$ cat config.mk
export PLATFORM = sky130hd
export DESIGN_NAME = reg_file_dump_reader
export DESIGN_NICKNAME = d
export VERILOG_FILES = /design/src/rtl/regfile_pkg.sv /design/src/rtl/reg_file_dump_reader.sv
export SDC_FILE = /design/constraint.sdc
export NUM_CORES = 1
export LEC_CHECK = 0
export ABC_CLOCK_PERIOD_IN_PS = 1510
export CORE_ASPECT_RATIO = 0.7
export CORE_MARGIN = 1.5
export CORE_UTILIZATION = 40
export CTS_BUF_LIST = sky130_fd_sc_hd__clkbuf_16
export CTS_CLUSTER_SIZE = 10
export DETAILED_ROUTE_END_ITERATION = 8
export GPL_TIMING_DRIVEN = 0
export PLACE_DENSITY = 0.74
export SYNTH_ARGS = -nofsm -noshare
export SYNTH_HDL_FRONTEND = slang
export SYNTH_SLANG_ARGS = --single-unit
export TNS_END_PERCENT = 20
$ cat constraint.sdc
create_clock -name CLK -period 1.51 [get_ports CLK]
set_input_delay 0.302 -clock CLK [delete_from_list [all_inputs] [get_ports CLK]]
set_output_delay 0.302 -clock CLK [all_outputs]
set_load 0.05 [all_outputs]
$ cat src/rtl/regfile_pkg.sv
// Shared widths and dump-reader state encoding for the 8x8 register file,
// its reader, and the datapath control unit.
package regfile_pkg;

  localparam int RF_ADDR_W   = 3;
  localparam int RF_DATA_W   = 8;
  localparam int RF_NUM_REGS = 8;

  typedef enum logic [1:0] {
    ST_IDLE    = 2'd0,
    ST_SETTLE  = 2'd1,
    ST_CAPTURE = 2'd2,
    ST_PRESENT = 2'd3
  } dump_state_e;

endpackage

$ cat src/rtl/reg_file_dump_reader.sv
// Walks R0..NUM_REGS-1 through one register-file read port and streams each
// captured value out on a valid/ready interface.
module reg_file_dump_reader
  import regfile_pkg::*;
#(
  parameter int NUM_REGS      = RF_NUM_REGS,
  parameter int ADDR_W        = RF_ADDR_W,
  parameter int DATA_W        = RF_DATA_W,
  parameter int SETTLE_CYCLES = 1
) (
  input  logic                     CLK,
  input  logic                     RESET,
  input  logic                     START,
  output logic        [ADDR_W-1:0] RF_ADDR,
  input  logic signed [DATA_W-1:0] RF_DATA,
  output logic signed [DATA_W-1:0] OUT_DATA,
  output logic        [ADDR_W-1:0] OUT_INDEX,
  output logic                     OUT_VALID,
  input  logic                     OUT_READY,
  output logic                     BUSY,
  output logic                     DONE
);

  localparam int CNT_W = (SETTLE_CYCLES > 1) ? $clog2(SETTLE_CYCLES) : 1;
  localparam logic [CNT_W-1:0]  CNT_LAST = CNT_W'(SETTLE_CYCLES - 1);
  localparam logic [ADDR_W-1:0] IDX_LAST = ADDR_W'(NUM_REGS - 1);

  dump_state_e               state_q;
  logic        [ADDR_W-1:0] idx_q;
  logic        [ADDR_W-1:0] idx_d;
  logic        [CNT_W-1:0]  cnt_q;
  logic        [ADDR_W-1:0] rf_addr_q;
  logic signed [DATA_W-1:0] out_data_q;
  logic        [ADDR_W-1:0] out_index_q;
  logic                     out_valid_q;
  logic                     busy_q;
  logic                     done_q;

  assign idx_d = idx_q + ADDR_W'(1);

  always_ff @(posedge CLK) begin
    if (RESET) begin
      state_q     <= ST_IDLE;
      idx_q       <= '0;
      cnt_q       <= '0;
      rf_addr_q   <= '0;
      out_data_q  <= '0;
      out_index_q <= '0;
      out_valid_q <= 1'b0;
      busy_q      <= 1'b0;
      done_q      <= 1'b0;
    end else begin
      done_q <= 1'b0;
      case (state_q)
        ST_IDLE: begin
          if (START) begin
            idx_q     <= '0;
            rf_addr_q <= '0;
            cnt_q     <= '0;
            busy_q    <= 1'b1;
            state_q   <= ST_SETTLE;
          end
        end
        // RF_ADDR has been stable for cnt_q+1 edges; capture once it has settled
        ST_SETTLE: begin
          if (cnt_q == CNT_LAST) begin
            state_q <= ST_CAPTURE;
          end else begin
            cnt_q <= cnt_q + CNT_W'(1);
          end
        end
        ST_CAPTURE: begin
          out_data_q  <= RF_DATA;
          out_index_q <= idx_q;
          out_valid_q <= 1'b1;
          state_q     <= ST_PRESENT;
        end
        ST_PRESENT: begin
          if (OUT_READY) begin
            out_valid_q <= 1'b0;
            if (idx_q == IDX_LAST) begin
              busy_q  <= 1'b0;
              done_q  <= 1'b1;
              state_q <= ST_IDLE;
            end else begin
              idx_q     <= idx_d;
              rf_addr_q <= idx_d;
              cnt_q     <= '0;
              state_q   <= ST_SETTLE;
            end
          end
        end
        default: state_q <= ST_IDLE;
      endcase
    end
  end

  assign RF_ADDR   = rf_addr_q;
  assign OUT_DATA  = out_data_q;
  assign OUT_INDEX = out_index_q;
  assign OUT_VALID = out_valid_q;
  assign BUSY      = busy_q;
  assign DONE      = done_q;

endmodule

==> out/qor.yml <==
status: "completed"
cts-root-buf: "clkbuf_16"
synthArstFlopShare_pct: 0
gr-total-overflow: 0
fin_area_um2: 1320
drive_gt1_share_pct: 19.3
arrival_ns: 1.68
synth_cell_types: 22
cts_buffer_depth: 2
place_hpwl_mm: 1.40
drt_first_pass_iters: 4
grt_first_pass_wirelength_mm: 3.37
ios: 29
clk_latency_ns: 0.25
rsz0062_at_grt: "true"
cp_max_fo: 8
core_um2: 2120
p_leak_nw: 0.587
drt-initial-drc-count: 13
syn-num-nets: 105
start_util_pct: 41.8
synth_common_cells: "19 x dfxtp_1, 15 x nor2_1, 14 x mux2i_1"
synthCells: 85
die_h_um: 42.4
ff2ff_path_depth: 5
min_from: "RESET"
drt_wl_total_mm: 1.97
dieArea_um2: 2510
slew_viol_final: 0
endpoint_kind: "flip-flop"
grt_max_degree: 11
cts_tree: "built"
avgSynthCellArea_um2: 10.4
synth_top_cell_by_area: "dfxtp_1"
holdBufCountCts: 0
drc: 0
hold_path.class: "in2reg"
wl_per_cell_um: 13.0
postLayoutCoreUtil_pct: 62.5
ant_nets: 0
max-slew-margin-rel_pct: 66.7
r2r_slack_ns: 0.0001
cp_cell_sequence: "inv_4, ha_4, nor2b_4, a2111oi_4, mux2i_1"
cap_violations: 0
cts_max_level: 1
antenna_found_initial: 0
area_growth_pct: 49.4
numPortBuffers: 27
holdWs_ns: 0.398
synth_top_area_share_pct: 42.9
fin_crit_sh_pct: 100
setup_viol: 0
worst-path-buf-inv: 1
synth_edf_count: 0
crit_required_ns: 1.68
fmax_mhz: 662
grt_pass1_vias: 768
viasPerCell: 4.92
synth_area_leaders: "dfxtp_1 43%, mux2i_1 16%, ha_1 11%"
powerDensity_nw_per_um2: 1680
dpl-instance-area_um2: 1200
synth.ff_latch_count: 19
path_class: "reg2reg"
nets: 140
vdd_drop_max_uv: 993
numCtsBuffers: 3
period_needed_ns: 1.51
std_cell_rows: 14
die_x_um: 59.2
fin_skew_ns: 0.00473
min_to: "OUT_DATA[5]$_SDFFE_PP0P_"
synth.most_common_cell: "dfxtp_1"
cts_sinks: 19
reg2reg_to: "RF_ADDR[1]$_SDFFE_PP0P_"
grt_usage_pct: 18.4
r2r-start: "state_q[1]$_SDFFE_PP0P_"
place_congestion: 0.777
crit_family: "compound AO/OA/AOI/OAI gates"
clk_pin_slew_ns: 0.05
start_kind: "flip-flop"
antenna_cells: 0
synthFlopType: "dfxtp_1"
hold_viol: 0
tightest_slew_ns: 0.501
whs_path_depth: 2
max_stage_delay_ns: 0.47
syn_area_um2: 886
worst_path_max_delay_cell: "a2111oi_4"
vias: 743
ys_warn_count: 0
ys_seq_area_share_pct: 42.9
where the power goes:
part	switching, mW	internal, mW	leakage, nW
sequential	0.0692	0.606	0.157
combinational	0.576	0.435	0.388
clock	0.186	0.352	0.0423
total	0.831	1.39	0.587
placed cells by master (no fill, tap or decap), types with 2 or more instances in the layout:
| cell | count |
|---|---|
| nor2b_4 | 2 |
| ha_1 | 5 |
| nor2_1 | 15 |
| nand3_1 | 2 |
| mux2i_1 | 14 |
| buf_4 | 3 |
| nand2_1 | 4 |
| clkbuf_16 | 3 |
| dfxtp_4 | 3 |
| clkbuf_1 | 2 |
| a21oi_1 | 2 |
| dlygate4sd2_1 | 16 |
| dfxtp_1 | 15 |
| clkdlybuf4s50_1 | 10 |
| o41ai_1 | 2 |
| inv_1 | 2 |
| ha_4 | 2 |
metrics by stage:
stage / total power, mW / instances / TNS [ns] / setup WS (ns)
after detailed placement: 1.60 / 144 / -0.519 / -0.142
final: 2.22 / 151 / 0 / 0.000122
after CTS: 2.14 / 148 / -0.0294 / -0.0147
after global placement: 1.58 / 144 / -0.411 / -0.105
after floorplan: 1.36 / 85 / 0 / 0.0125
after global routing: 2.35 / 151 / -0.146 / -0.0715
logic make-up after synthesis:
logic type               Yosys count  synth area share, %
AO/OA/AOI/OAI                      9                 9.61
adder cells (fa/ha/maj)            8                 11.3
buffers and inverters              7                 3.25
flip-flops                        19                 42.9
multiplexers                      15                 17.1
AND/OR/NAND/NOR                   27                 15.8
how the worst max path moves through the flow:
stage | startpoint | endpoint | depth (start not counted) | slack [ns]
floorplan | RF_ADDR[1]$_SDFFE_PP0P_ | RF_ADDR[1]$_SDFFE_PP0P_ | 4 | 0.01
global placement | OUT_READY | RF_ADDR[1]$_SDFFE_PP0P_ | 4 | -0.11
detailed placement | state_q[0]$_SDFFE_PP0P_ | RF_ADDR[1]$_SDFFE_PP0P_ | 5 | -0.14
CTS | RF_ADDR[0]$_SDFFE_PP0P_ | RF_ADDR[1]$_SDFFE_PP0P_ | 4 | -0.01
global route | state_q[1]$_SDFFE_PP0P_ | RF_ADDR[2]$_SDFFE_PP0P_ | 5 | -0.07
finish | state_q[1]$_SDFFE_PP0P_ | RF_ADDR[1]$_SDFFE_PP0P_ | 5 | 0.0001
sequential cells by signal, summed over array words and instances (netlist names):
| signal | flops |
|---|---|
| BUSY | 1 |
| DONE | 1 |
| OUT_DATA | 8 |
| OUT_INDEX | 3 |
| OUT_VALID | 1 |
| RF_ADDR | 3 |
| state_q | 2 |
layout make-up:
type                            count  area, um2
Inverter                            3       13.8
Timing Repair Buffer               30        268
Clock buffer                        3       75.1
Tap cell                           32       40.0
Clock inverter                      1       3.75
Multi-Input combinational cell     59        504
Buffer                              4       26.3
Sequential cell                    19        393
Fill cell                         185        796
timing repair:
action                     in CTS  in global routing
resized for setup              24                 10
setup endpoints to repair      23                 14
setup buffers                   0                  3
pin swaps                       1                  2
worst reg2reg max path, cell delays in order, from the launching register on:
cell and delay (ns):
dfxtp_4 0.38, inv_4 0.05, ha_4 0.15, nor2b_4 0.15, a2111oi_4 0.47, mux2i_1 0.23
per-layer routing:
metal  up-vias  GRT usage (%)  part of all wire, %
li1        367              -                    -
met2        18           29.9                   48
met5         -              0                    0
met4         0           10.5                  1.7
met1       353           20.5                   45
met3         5           6.79                  4.8
(Power assumes the default switching activity.)
